<file path="src/rtl/c86_membus.sv">
// c86_membus: adapts the c86 core byte bus to a 16-bit asynchronous SRAM.
// Latency: WAIT+3 clocks per transfer (ISSUE 1, STROBE WAIT+1, ACK 1); 2 clocks on a read-buffer hit.
// Backpressure: the core is throttled through cpu_ce, high for one clock per completed access.
// Optional feature: define C86_MEMBUS_WBUF_EN for a one-word read buffer (write-through).
// Ports:
//   clock, rst_n          : clock, synchronous active-low reset
//   cpu_a/cpu_o/cpu_w     : core byte address, write data, write request (sampled in ISSUE)
//   cpu_i, cpu_ce         : registered read data and clock enable back to the core
//   sram_a, sram_dq_o/_oe : word address, replicated write byte, pad drive enable
//   sram_dq_i             : read data from the pads
//   sram_*_n              : chip/output/write strobes and byte lanes, all active low
module c86_membus #(
   parameter int WAIT = 2
) (
   input  logic        clock,
   input  logic        rst_n,
   input  logic [19:0] cpu_a,
   input  logic [7:0]  cpu_o,
   input  logic        cpu_w,
   output logic [7:0]  cpu_i,
   output logic        cpu_ce,
   output logic [18:0] sram_a,
   output logic [15:0] sram_dq_o,
   output logic        sram_dq_oe,
   input  logic [15:0] sram_dq_i,
   output logic        sram_ce_n,
   output logic        sram_oe_n,
   output logic        sram_we_n,
   output logic        sram_ub_n,
   output logic        sram_lb_n
);

   localparam logic [3:0] WAIT_CNT = 4'(WAIT);

   typedef enum logic [1:0] {ISSUE, STROBE, ACK} state_t;

   state_t      state, state_d;
   logic [3:0]  cnt, cnt_d;
   logic        req_a0, req_a0_d;
   logic        req_w, req_w_d;
   logic [7:0]  cpu_i_d;
   logic        cpu_ce_d;
   logic [18:0] sram_a_d;
   logic [15:0] sram_dq_o_d;
   logic        dq_oe_d, ce_n_d, oe_n_d, we_n_d, ub_n_d, lb_n_d;

   logic        hit;
   logic [7:0]  hit_dat;
   logic        strobe_done;

   // Last STROBE clock: read data is sampled and strobes released on this edge.
   assign strobe_done = (state == STROBE) && (cnt == 4'd0);

`ifdef C86_MEMBUS_WBUF_EN
   logic        buf_vld;
   logic [18:0] buf_tag;
   logic [15:0] buf_dat;

   assign hit     = !cpu_w && buf_vld && (buf_tag == cpu_a[19:1]);
   assign hit_dat = cpu_a[0] ? buf_dat[15:8] : buf_dat[7:0];

   // Every read refills the whole word; writes pass through to SRAM and
   // patch the buffered byte only when they land on the tagged word.
   always_ff @(posedge clock) begin
      if (!rst_n) begin
         buf_vld <= 1'b0;
         buf_tag <= '0;
         buf_dat <= '0;
      end else if (strobe_done) begin
         if (!req_w) begin
            buf_vld <= 1'b1;
            buf_tag <= sram_a;
            buf_dat <= sram_dq_i;
         end else if (buf_vld && (buf_tag == sram_a)) begin
            if (req_a0) buf_dat[15:8] <= sram_dq_o[15:8];
            else        buf_dat[7:0]  <= sram_dq_o[7:0];
         end
      end
   end
`else
   assign hit     = 1'b0;
   assign hit_dat = 8'h00;
`endif

   always_ff @(posedge clock) begin
      if (!rst_n) begin
         state      <= ISSUE;
         cnt        <= 4'd0;
         req_a0     <= 1'b0;
         req_w      <= 1'b0;
         cpu_i      <= 8'h00;
         cpu_ce     <= 1'b0;
         sram_a     <= '0;
         sram_dq_o  <= '0;
         sram_dq_oe <= 1'b0;
         sram_ce_n  <= 1'b1;
         sram_oe_n  <= 1'b1;
         sram_we_n  <= 1'b1;
         sram_ub_n  <= 1'b1;
         sram_lb_n  <= 1'b1;
      end else begin
         state      <= state_d;
         cnt        <= cnt_d;
         req_a0     <= req_a0_d;
         req_w      <= req_w_d;
         cpu_i      <= cpu_i_d;
         cpu_ce     <= cpu_ce_d;
         sram_a     <= sram_a_d;
         sram_dq_o  <= sram_dq_o_d;
         sram_dq_oe <= dq_oe_d;
         sram_ce_n  <= ce_n_d;
         sram_oe_n  <= oe_n_d;
         sram_we_n  <= we_n_d;
         sram_ub_n  <= ub_n_d;
         sram_lb_n  <= lb_n_d;
      end
   end

   always_comb begin
      state_d     = state;
      cnt_d       = cnt;
      req_a0_d    = req_a0;
      req_w_d     = req_w;
      cpu_i_d     = cpu_i;
      cpu_ce_d    = cpu_ce;
      sram_a_d    = sram_a;
      sram_dq_o_d = sram_dq_o;
      dq_oe_d     = sram_dq_oe;
      ce_n_d      = sram_ce_n;
      oe_n_d      = sram_oe_n;
      we_n_d      = sram_we_n;
      ub_n_d      = sram_ub_n;
      lb_n_d      = sram_lb_n;
      case (state)
         ISSUE: begin
            // Request is captured here so the core may change its bus during STROBE.
            sram_a_d    = cpu_a[19:1];
            req_a0_d    = cpu_a[0];
            req_w_d     = cpu_w;
            sram_dq_o_d = {cpu_o, cpu_o};
            cnt_d       = WAIT_CNT;
            if (hit) begin
               cpu_i_d  = hit_dat;
               cpu_ce_d = 1'b1;
               state_d  = ACK;
            end else begin
               ce_n_d  = 1'b0;
               oe_n_d  = cpu_w;
               we_n_d  = !cpu_w;
               dq_oe_d = cpu_w;
               ub_n_d  = !cpu_a[0];
               lb_n_d  = cpu_a[0];
               state_d = STROBE;
            end
         end
         STROBE: begin
            if (cnt == 4'd0) begin
               if (req_w)       cpu_i_d = sram_dq_o[7:0];
               else if (req_a0) cpu_i_d = sram_dq_i[15:8];
               else             cpu_i_d = sram_dq_i[7:0];
               ce_n_d   = 1'b1;
               oe_n_d   = 1'b1;
               we_n_d   = 1'b1;
               ub_n_d   = 1'b1;
               lb_n_d   = 1'b1;
               dq_oe_d  = 1'b0;
               cpu_ce_d = 1'b1;
               state_d  = ACK;
            end else begin
               cnt_d = cnt - 4'd1;
            end
         end
         ACK: begin
            cpu_ce_d = 1'b0;
            state_d  = ISSUE;
         end
         default: state_d = ISSUE;
      endcase
   end

endmodule

</file>
<file path="config.mk">
export PLATFORM = sky130hd
export DESIGN_NAME = c86_membus
export DESIGN_NICKNAME = d
export VERILOG_FILES = /design/src/rtl/c86_membus.sv
export SDC_FILE = /design/constraint.sdc
export NUM_CORES = 1
export LEC_CHECK = 0
export ABC_AREA = 1
export BUFFER_PORTS_ARGS = -buffer_cell sky130_fd_sc_hd__buf_2
export CORE_UTILIZATION = 40
export CTS_BUF_LIST = sky130_fd_sc_hd__clkbuf_4
export DETAILED_ROUTE_END_ITERATION = 10
export PLACE_DENSITY = 0.78
export RECOVER_POWER = 100
export SETUP_SLACK_MARGIN = 0.02
export SLEW_MARGIN = 5
export SYNTH_ARGS = -nofsm -noshare
export SYNTH_HDL_FRONTEND = slang
export SYNTH_SLANG_ARGS = --single-unit
</file>
<file path="constraint.sdc">
create_clock -name clock -period 1.44 [get_ports clock]
set_input_delay 0.288 -clock clock [delete_from_list [all_inputs] [get_ports clock]]
set_output_delay 0.288 -clock clock [all_outputs]
set_load 0.01 [all_outputs]
</file>
# ---- Word-level counts from Yosys, hierarchy flattened
# Cells that the tools add are included.
# W data, S select, Z words.
dict set report totals {
  ff_bits 58
  output_inout_bits 50
  elab_cells 44
}
dict set report op_classes {
  addsub 1
  n_eq_ne 4
  mux 15
  n_reduce_logical 10
}
# operator n
set op_table {}
lappend op_table {{$mux W8} 2}
lappend op_table {{$pmux W1 S2} 7}
lappend op_table {{$pmux W4 S2} 1}
lappend op_table {{$reduce_and A2 Y1} 4}
lappend op_table {{$logic_not A4 Y1} 1}
lappend op_table {{$mux W4} 1}
lappend op_table {{$pmux W2 S2} 1}
lappend op_table {{$reduce_bool A2 Y1} 2}
lappend op_table {{$sub A4 B1 Y4 const B} 1}
lappend op_table {{$eq A2 B1 Y1 const B} 1}
lappend op_table {{$eq A2 B2 Y1 const B} 1}
lappend op_table {{$logic_not A1 Y1} 2}
lappend op_table {{$logic_not A2 Y1} 1}
lappend op_table {{$mux W1} 2}
lappend op_table {{$mux W2} 1}
lappend op_table {{$ne A2 B1 Y1 const B} 1}
lappend op_table {{$ne A2 B2 Y1 const B} 1}

# ---- Depth between registers and ports, before layout
# Gate-level depths: netlist (run 1).
dict set report depth {
  ltp_word 3
  ltp_mapped 8
}

# ---- Worst setup path after synthesis (run 1)
# No wires, ideal clock.
dict set report synth_path {
  path_kind {flip-flop to flip-flop}
  startpoint {register cnt[0]}
  endpoint {register sram_lb_n}
  setup_ps 141
  t_arrival_ps 1093
  required_ps 1299
  path_slack_ps 207
  path_stages_with_launch 8
  path_buffers 1
  synth_period_minus_slack_ps 1233
  path_cell_list {dfxtp_1 -> inv_1 -> ha_1 -> nand2_1 -> nand2_2 -> nand2_4 -> buf_6 -> o2111ai_1}
}
dict set report synth_via {
  elab_chain_cells 3
}
# item line_no
set synth_rtl {}
lappend synth_rtl {{start, declared} 38} ;# logic [3:0] cnt, cnt_d;
lappend synth_rtl {{start signal, assigned} 103} ;# cnt <= cnt_d;
lappend synth_rtl {{$logic_not A4 Y1} 157} ;# if (cnt == 4'd0) begin
lappend synth_rtl {{$ne A2 B1 Y1 (no source line)} n/a}
lappend synth_rtl {{$reduce_and A2 Y1 (no source line)} n/a}
lappend synth_rtl {{end signal, assigned} 115} ;# sram_lb_n <= lb_n_d;
lappend synth_rtl {{end, declared} 30} ;# output logic sram_lb_n
# No other way between the ends.
# A chain may end at the register's enable or synchronous reset.

# ---- Final worst setup path (run 1)
dict set report layout_path {
  startpoint {register cnt[1]}
  endpoint {register cpu_i[6]}
}
dict set report layout_via {
  elab_chain_cells 2
}
# item line_no
set layout_rtl {}
lappend layout_rtl {{$logic_not A4 Y1} 157}
lappend layout_rtl {{$reduce_and A2 Y1 (no source line)} n/a}
lappend layout_rtl {{end signal, assigned} 106} ;# cpu_i <= cpu_i_d;
lappend layout_rtl {{end, declared} 20} ;# output logic [7:0] cpu_i,
# No other way between the ends.

==> results of run 1 <==
-- cells by family after synthesis --
family | Yosys count
compound gates | 62
simple gates | 106
buf+inv | 42
xor+xnor | 1
flops | 50
fa+ha+maj | 1
-- final cells by class --
cell class,count,area (sq um),share of cell area (%)
clock buffers,5,37.5,1.48
clock inverters,3,16.3,0.641
multi-input cells,171,856,33.7
inverters,19,71.3,2.81
repair buffers,102,473,18.6
well taps,67,83.8,3.30
flip-flops and latches,50,1000,39.4
-- worst max-delay path: stages, from the launching register on --
cell	delay [ns]
dfxtp_1	0.35
inv_1	0.11
ha_4	0.16
nand2_1	0.10
nand2_4	0.12
nand2_8	0.11
nor2_8	0.15
nand2_1	0.07
nand2_1	0.06
-- report_power, final --
group          total, mW  internal, mW  switching [mW]
clock network      0.618         0.182           0.436
logic               1.07         0.400           0.675
registers           1.74          1.60           0.139
-- metrics by stage --
stage / total power, mW / utilization [%] / hold WS [ns] / setup slack (ns) / cell area [sq um]
final: 3.44 / 52.7 / 0.127 / 0.165 / 2540
after global routing: 3.67 / 52.7 / 0.108 / 0.0520 / 2540
after CTS: 3.48 / 53.4 / 0.114 / 0.0656 / 2570
after detailed placement: 2.87 / 52.2 / 0.460 / 0.104 / 2520
after global placement: 2.84 / 52.2 / 0.454 / 0.176 / 2520
after floorplan: 2.49 / - / 0.423 / 0.207 / 2040
-- flip-flops by register name, summed over array words and instances, names as in the netlist --
name,count
sram_ub_n,1
req_a0,1
req_w,1
sram_dq_oe,1
cpu_i,8
sram_a,19
cpu_ce,1
sram_ce_n,1
sram_dq_o,8
cnt,4
sram_oe_n,1
state,2
sram_we_n,1
sram_lb_n,1
-- cell usage in the layout (no fill, tap or decap), drive strengths merged --
| cell | count |
|---|---|
| clkbuf | 56 |
| buf | 51 |
| dfxtp | 50 |
| nor2 | 49 |
| nand2 | 40 |
| o21ai | 30 |
| a21oi | 22 |
| inv | 18 |
| nand3 | 14 |
| a22oi | 8 |
| clkinv | 3 |
| nand3b | 2 |
| o2111ai | 2 |
| xor2 | 1 |
| or2 | 1 |
| nand4 | 1 |
| ha | 1 |
| clkinvlp | 1 |
-- metal layers --
| metal | up-vias | global-route usage [%] | share of wire (%) |
|---|---|---|---|
| met5 | - | 0 | 0 |
| met4 | 0 | 8.76 | 1.8 |
| met3 | 8 | 5.76 | 8.1 |
| met2 | 77 | 31.5 | 45 |
| met1 | 874 | 20.0 | 45 |
| li1 | 1025 | - | - |
-- worst paths after layout --
check                                      startpoint                 endpoint  slack (ns)  cells past startpoint
worst max-delay path              cnt[1]$_SDFFE_PN0P_    cpu_i[6]$_SDFFE_PN0P_        0.17                      8
worst min-delay path                        cpu_a[16]  sram_a[15]$_SDFFE_PN0P_        0.13                      3
worst max register to register    cnt[1]$_SDFFE_PN0P_    cpu_i[6]$_SDFFE_PN0P_        0.17                      8
worst min register to register  cpu_i[7]$_SDFFE_PN0P_    cpu_i[7]$_SDFFE_PN0P_        0.48                      2
==> flow_summary.json, run 1 <==
{
  "outcome": "finished, final reports clean",
  "final.setup.tns_ns": 0,
  "synth-compound-area-share_pct": 16.8,
  "stdcell_count": 417,
  "ys_seq_area_share_pct": 49.1,
  "clock_path_buffers": 2,
  "ys_warn_count": 0,
  "dr.pass1.iters": 4,
  "worstMarginPinSlew_ns": 0.562,
  "fp.dieArea_sq_um": 5380,
  "hold_buffers": 0,
  "core_sq_um": 4820,
  "ys_seq_elements": 50,
  "vias_per_cell": 4.76,
  "critPathLaunchType": "flip-flop",
  "synthAdderAreaFrac_pct": 0.614,
  "rsz0062_at_grt": "false",
  "finalCriticalPeriod_ns": 1.27,
  "cts_max_level": 2,
  "syn_to_final_growth_pct": 24.6,
  "final-max-slew-violation-count": 0,
  "crit_fanout": 17,
  "maxCapViolations": 0,
  "synth_edf_count": 0,
  "clkTransAtPathRegs_ns": 0.14,
  "fin_nets": 397,
  "grt_remaining_overflow": 0,
  "port_buffers": 96,
  "crit_arrival_ns": 1.59,
  "gp_congestion": 0.754,
  "cts-resized-gates": 0,
  "synth.distinct_cells": 25,
  "fp-row-count": 25,
  "async_reset_ff_share_pct": 0,
  "antenna_found_initial": 0,
  "synthTopCellsByArea": "dfxtp_1 (49%), nor2_1 (8.5%), o21ai_0 (7.4%), nand2_1 (6.8%), a21oi_1 (5.2%)",
  "relSlewSlack_pct": 62.5,
  "placed_cells": 408,
  "vias": 1984,
  "setup_viol": 0,
  "hold_violations": 0,
  "cts_tree": "done",
  "drc_errors": 0,
  "synth_top_family_by_area": "simple AND/OR/NAND/NOR gates",
  "holdCritPathClass": "in -> reg",
  "worstSetupEndpointType": "flip-flop",
  "cts.sinks": 50,
  "synth_cells": 262,
  "insertedDiodeCount": 0,
  "muxShareOfSynthArea_pct": 0,
  "grt_pass1_vias": 1749,
  "grt_start_max_net_pins": 26,
  "dp_hpwl_um": 3490,
  "syn-cell-area_sq_um": 2040,
  "cts_setup_buffers": 0,
  "synth_fp_nets": 310,
  "ys.flop_type": "dfxtp_1",
  "post-route-period-util_pct": 88.5,
  "synth_xor_area_share_pct": 0.430,
  "grt_pass1_wl_um": 7380,
  "yosysTopAreaCell": "dfxtp_1",
  "ir_worst_vdd_mv": 0.824,
  "avgSynthCellArea_sq_um": 7.77,
  "first_iter_violations": 58,
  "clockRootBuffer": "clkbuf_4",
  "synth_most_common_cell": "dfxtp_1",
  "start_util_pct": 42.3,
  "leakage_nw": 1.16,
  "ant_nets": 0,
  "clk_latency_ns": 0.37,
  "clock-skew-final_ns": 0.0117,
  "power_density_nw_per_um2": 1350,
  "cts_buffers": 5,
  "synth.top_cell.area_share_pct": 49.1,
  "wl_per_cell_um": 11.6,
  "floorplan.die.height_um": 73.4,
  "die_x_um": 73.4,
  "io_pins": 97,
  "fmax_mhz": 784,
  "drive_gt1_share_pct": 20.0,
  "n_fill_cell": 537,
  "synth-simple-area-share_pct": 22.5,
  "grt_usage_pct": 18.1,
  "wl_um": 4840,
  "required_ns": 1.76,
  "path_class": "reg -> reg",
  "ys_top_cells_by_count": "dfxtp_1 (50), nor2_1 (46), nand2_1 (37)"
}
Power figures use the tool's default switching activity.
==> inputs of run 2 (changes only) <==
--- a/config.mk
+++ b/config.mk
@@ -5,7 +5,6 @@
 export SDC_FILE = /design/constraint.sdc
 export NUM_CORES = 1
 export LEC_CHECK = 0
-export ABC_AREA = 1
 export BUFFER_PORTS_ARGS = -buffer_cell sky130_fd_sc_hd__buf_2
 export CORE_UTILIZATION = 40
 export CTS_BUF_LIST = sky130_fd_sc_hd__clkbuf_4
==> flow_summary.json, run 2 <==
{
  "p_int_mw": 2.22,
  "final.setup.tns_ns": 0,
  "synth.distinct_cells": 32,
  "start_util_pct": 42.4,
  "ys_seq_elements": 50,
  "slowest_stage": "dfxtp_2",
  "n_fill_cell": 509,
  "stdcell_count": 401,
  "wl_um": 4780,
  "worstSetupEndpointType": "flip-flop",
  "ys_top_cells_by_count": "nand2_1 (76), dfxtp_1 (50), a21oi_1 (32)",
  "dp_hpwl_um": 3420,
  "synth_most_common_cell": "nand2_1",
  "syn_to_final_growth_pct": 28.4,
  "first_iter_violations": 129,
  "power_switching_mw": 1.10,
  "switching_share_pct": 33.2,
  "fp.dieArea_sq_um": 5390,
  "cts_tree": "done",
  "fp-row-count": 25,
  "seqPwrFrac_pct": 50.7,
  "synth.top_cell.area_share_pct": 49.0,
  "hold_buffers": 0,
  "core_sq_um": 4820,
  "cts_buffers": 5,
  "path_class": "reg -> reg",
  "grt_pass1_wl_um": 7600,
  "grt_start_max_net_pins": 30,
  "p_comb_share_pct": 30.7,
  "critical_path.max_stage_delay_ns": 0.35,
  "outcome": "finished, final reports clean",
  "synth_fp_nets": 289,
  "syn-cell-area_sq_um": 2040,
  "setup_viol": 0,
  "finalCriticalPeriod_ns": 1.38,
  "power_density_nw_per_um2": 1270,
  "fin_nets": 381,
  "worstMarginPinSlew_ns": 0.660,
  "grt_remaining_overflow": 0,
  "drc_errors": 0,
  "place_ws_ns": -0.251,
  "post-route-period-util_pct": 95.8,
  "dr.pass1.iters": 4,
  "vias_per_cell": 4.84,
  "critPathLaunchType": "flip-flop",
  "insertedDiodeCount": 0,
  "hold_violations": 0,
  "fin_util_pct": 54.4,
  "clk_latency_ns": 0.36,
  "ys_seq_area_share_pct": 49.0,
  "largestRegisters": "sram_a (19), cpu_i (8), sram_dq_o (8)",
  "placed_cell_area_sq_um": 2530,
  "final-max-slew-violation-count": 0,
  "ir_worst_vdd_mv": 0.512,
  "crit_arrival_ns": 1.64,
  "largest_reg_flops": 19,
  "die_x_um": 73.4,
  "clock-skew-final_ns": 0.0102,
  "async_reset_ff_share_pct": 0,
  "drive_gt1_share_pct": 29.9,
  "ys.flop_type": "dfxtp_1",
  "placed_cells": 388,
  "setup_ws_ns": 0.0599,
  "dr_wl_met3_um": 315,
  "synthTopCellsByArea": "dfxtp_1 (49%), nand2_1 (14%), a21oi_1 (7.8%), buf_4 (5.2%), mux2i_1 (3.9%)",
  "final_cell_mix": "nand2_1 (76), buf_2 (64), dfxtp_1 (48)",
  "clockRootBuffer": "clkbuf_4",
  "cts.sinks": 50,
  "crit_chain": "inv_2 -> ha_4 -> nor3b_4 -> a21oi_2 -> buf_6 -> a22o_1",
  "leakage_nw": 1.15,
  "rsz0062_at_grt": "true",
  "relSlewSlack_pct": 55.9,
  "path_buf_inv": 2,
  "ant_nets": 0,
  "antenna_found_initial": 0,
  "required_ns": 1.70,
  "holdWs_ns": 0.147,
  "mostFrequentLayoutCell": "nand2_1",
  "grt_usage_pct": 18.2,
  "rrSetupSlack_ns": 0.06,
  "top_layer_used": "met4",
  "synth_edf_count": 0,
  "port_buffers": 96,
  "gp_congestion": 0.778,
  "floorplan.die.height_um": 73.4,
  "fmax_mhz": 725,
  "regMostFlops": "sram_a",
  "cts_max_level": 2,
  "synth_cells": 241,
  "ys_warn_count": 0,
  "yosysTopAreaCell": "dfxtp_1",
  "wl_per_cell_um": 11.9,
  "final_area_sq_um": 2620,
  "dr_wl_met2_um": 2250,
  "holdCritPathClass": "in -> reg",
  "path_delay_family": "flip-flops",
  "vias": 1939,
  "crit_fanout": 8,
  "maxCapViolations": 0,
  "grt_pass1_vias": 1710,
  "pwr-share-clk_pct": 18.6,
  "totalPowerFinal_mw": 3.32,
  "avgSynthCellArea_sq_um": 8.47,
  "clkTransAtPathRegs_ns": 0.14,
  "drt-met1-wl_um": 2160,
  "clock_path_buffers": 2,
  "io_pins": 97
}
==> run 2: cell count changes after synthesis, moves of 7 or more <==
cell,delta
a22o_1,+8
buf_2,-7
nand3_1,-10
nand2_1,+39
o21ai_0,-18
a21oi_1,+11
inv_1,-10
mux2i_1,+8
a22oi_1,-8
nor2_1,-45
==> run 2: cell families (layout without fill, tap and decap cells) <==
logic type,count (synthesis),after routing,synth area share [%]
AOI/OAI and AO/OA,61,61,17.8
muxes,8,8,3.92
DFF,50,50,49.0
and+or+nand+nor,90,90,19.4
adders and majority gates,1,1,0.613
buffers and inverters,31,124,9.20
==> run 2: final timing paths <==
| path | start | cells after the start | endpoint |
|---|---|---|---|
| worst min register to register | sram_ce_n$_SDFFE_PN1P_ | 2 | sram_ce_n$_SDFFE_PN1P_ |
| worst min-delay path | cpu_a[0] | 2 | sram_ub_n$_SDFFE_PN1P_ |
| worst max register to register | cnt[0]$_SDFFE_PN0P_ | 6 | cpu_i[2]$_SDFFE_PN0P_ |
| worst max-delay path | cnt[0]$_SDFFE_PN0P_ | 6 | cpu_i[2]$_SDFFE_PN0P_ |
==> run 2: metal layers <==
metal  vias up  track usage, %
met5         -               0
met4         0            4.49
met3         7            5.76
met2        71            31.9
met1       876            21.7
li1        985               -
==> run 2: cell type report <==
type / count / area [sq um] / share of cell area [%]
flip-flops and latches: 50 / 1000 / 38.3
multi-input cells: 160 / 883 / 33.7
repair buffers: 110 / 574 / 21.9
well taps: 67 / 83.8 / 3.20
clock buffers: 6 / 45.0 / 1.72
inverters: 6 / 22.5 / 0.859
clock inverters: 2 / 8.76 / 0.334
==> run 2: worst reg2reg max path, cell delays in order (launching register included) <==
cell and delay (ns):
dfxtp_2 0.35, inv_2 0.07, ha_4 0.13, nor3b_4 0.27
a21oi_2 0.11, buf_6 0.15, a22o_1 0.20
==> run 2: timing repair <==
item	4_1_cts	5_1_grt
setup buffers	3	2
endpoints found under the setup margin	41	10
gates resized for setup	9	3
gates cloned	0	0
pin swaps	2	12
==> run 2: power groups by stage <==
| stage | registers [mW] | logic (mW) | clock network, mW |
|---|---|---|---|
| after global routing | 1.71 | 1.13 | 0.706 |
| final | 1.68 | 1.02 | 0.616 |
| after floorplan | 1.76 | 0.600 | 0 |
| after detailed placement | 1.71 | 0.975 | 0 |
| after CTS | 1.68 | 1.02 | 0.651 |
| after global placement | 1.70 | 0.952 | 0 |
==> inputs of run 3 (changes only) <==
--- a/config.mk
+++ b/config.mk
@@ -9,7 +9,8 @@
 export CORE_UTILIZATION = 40
 export CTS_BUF_LIST = sky130_fd_sc_hd__clkbuf_4
 export DETAILED_ROUTE_END_ITERATION = 10
-export PLACE_DENSITY = 0.78
+export MAX_ROUTING_LAYER = met4
+export PLACE_DENSITY = 0.73
 export RECOVER_POWER = 100
 export SETUP_SLACK_MARGIN = 0.02
 export SLEW_MARGIN = 5
==> flow_summary.json, run 3 (same netlist as run 2, synthesis figures left out) <==
{
  "outcome": "finished, final reports clean",
  "path_class": "reg -> reg",
  "finalCriticalPeriod_ns": 1.36,
  "start_util_pct": 42.4,
  "dr.pass1.iters": 4,
  "first_iter_violations": 81,
  "use_met3_pct": 4.94,
  "fp.dieArea_sq_um": 5390,
  "use_met1_pct": 21.6,
  "fin_util_pct": 54.1,
  "clock_path_buffers": 2,
  "crit_arrival_ns": 1.66,
  "antenna_found_initial": 0,
  "seqCellArea_sq_um": 1000,
  "crit_fanout": 6,
  "insertedDiodeCount": 0,
  "core_sq_um": 4820,
  "grt_remaining_overflow": 0,
  "vias": 1903,
  "port_buffers": 96,
  "setup_viol": 0,
  "final_cell_mix": "nand2_1 (76), clkbuf_1 (51), dfxtp_1 (49)",
  "hold_violations": 0,
  "leakage_nw": 1.07,
  "final-max-slew-violation-count": 0,
  "clkTransAtPathRegs_ns": 0.15,
  "fp-row-count": 25,
  "die_x_um": 73.4,
  "cts_max_level": 2,
  "regMostFlops": "sram_a",
  "clockRootBuffer": "clkbuf_4",
  "drive_gt1_share_pct": 23.7,
  "largestRegisters": "sram_a (19), cpu_i (8), sram_dq_o (8)",
  "final_area_sq_um": 2600,
  "post-route-period-util_pct": 94.3,
  "maxCapViolations": 0,
  "cts_tree": "done",
  "pwr-share-clk_pct": 23.4,
  "n_fill_cell": 502,
  "cts_buffers": 5,
  "ir_worst_vdd_mv": 0.559,
  "wl_um": 4780,
  "grt_usage_pct": 18.3,
  "grt_start_max_net_pins": 31,
  "syn_to_final_growth_pct": 27.6,
  "grt_pass1_wl_um": 7330,
  "p_int_mw": 2.34,
  "clock-skew-final_ns": 0.00997,
  "p_comb_share_pct": 28.0,
  "relSlewSlack_pct": 67.6,
  "holdCritPathClass": "in -> reg",
  "rsz0062_at_grt": "false",
  "switching_share_pct": 32.6,
  "fmax_mhz": 736,
  "wl_per_cell_um": 12.0,
  "cts.sinks": 50,
  "vias_per_cell": 4.76,
  "grt_pass1_vias": 1666,
  "critPathLaunchType": "flip-flop",
  "required_ns": 1.75,
  "power_switching_mw": 1.14,
  "placed_cell_area_sq_um": 2560,
  "worstMarginPinSlew_ns": 0.486,
  "setup_ws_ns": 0.0822,
  "hold_buffers": 0,
  "place_ws_ns": -0.0244,
  "grt_busiest_layer": "met2",
  "fin_nets": 380,
  "io_pins": 97,
  "grt_util_met2_pct": 30.6,
  "gp_congestion": 0.844,
  "drc_errors": 0,
  "seqPwrFrac_pct": 48.6,
  "mostFrequentLayoutCell": "nand2_1",
  "largest_reg_flops": 19,
  "dp_hpwl_um": 3380,
  "power_density_nw_per_um2": 1340,
  "multi_input_area_sq_um": 875,
  "floorplan.die.height_um": 73.4,
  "clk_latency_ns": 0.37,
  "ant_nets": 0,
  "worstSetupEndpointType": "flip-flop"
}
[run 3: changes by cell type in the layout (fill, tap and decap cells not counted), sizes merged]
cell      change
buf          -21
clkinvlp      +2
clkbuf       +19
clkinv        -2
bufinv        +1
[run 3: layout make-up]
class	count	share of cell area [%]
sequential	50	38.5
multi-input combinational	160	33.6
timing repair buffer	109	20.7
tap	67	3.22
clock inverter	3	1.73
clock buffer	5	1.44
inverter	6	0.865
[run 3: final timing paths]
path                          start                      end  slack (ns)  cells after the start
max             cnt[0]$_SDFFE_PN0P_  sram_dq_oe$_SDFFE_PN0P_        0.08                      6
min                        cpu_a[0]   sram_ub_n$_SDFFE_PN1P_        0.13                      2
max reg2reg     cnt[0]$_SDFFE_PN0P_  sram_dq_oe$_SDFFE_PN0P_        0.08                      6
min reg2reg  sram_ce_n$_SDFFE_PN1P_   sram_ce_n$_SDFFE_PN1P_        0.46                      2
[run 3: routing by layer]
metal / wire, um / up-vias / part of all wire (%)
li1: - / 980 / -
met3: 275 / 5 / 5.8
met4: 48 / 0 / 1.0
met5: 0 / - / 0
met1: 2100 / 853 / 44
met2: 2360 / 65 / 49
[run 3: timing repair]
action,4_1_cts,5_1_grt
setup endpoints to repair,8,28
gates resized for setup,5,5
setup buffers,1,0
pin swaps,1,6
[run 3: stage by stage]
step	hold WS [ns]	total power, mW	instances	setup TNS (ns)
3_5_place_dp	0.435	2.72	391	-0.164
4_1_cts	0.107	3.55	400	0
3_3_place_gp	0.435	2.69	391	0
6_report	0.129	3.48	400	0
5_1_grt	0.0932	3.70	400	0
2_1_floorplan	0.417	2.36	241	0
[run 3: worst max-delay path: stages, from the launching register on]
cell and delay (ns):
dfxtp_1 0.37, inv_2 0.06, ha_4 0.16, nor3b_4 0.16
a21oi_2 0.17, clkbuf_2 0.21, a21boi_0 0.18
[run 3: power groups by stage]
stage	clock network [mW]	logic, mW	registers (mW)
after CTS	0.843	1.02	1.68
final	0.814	0.973	1.69
after floorplan	0	0.600	1.76
after global routing	0.895	1.09	1.72
after detailed placement	0	1.00	1.71
after global placement	0	0.984	1.71
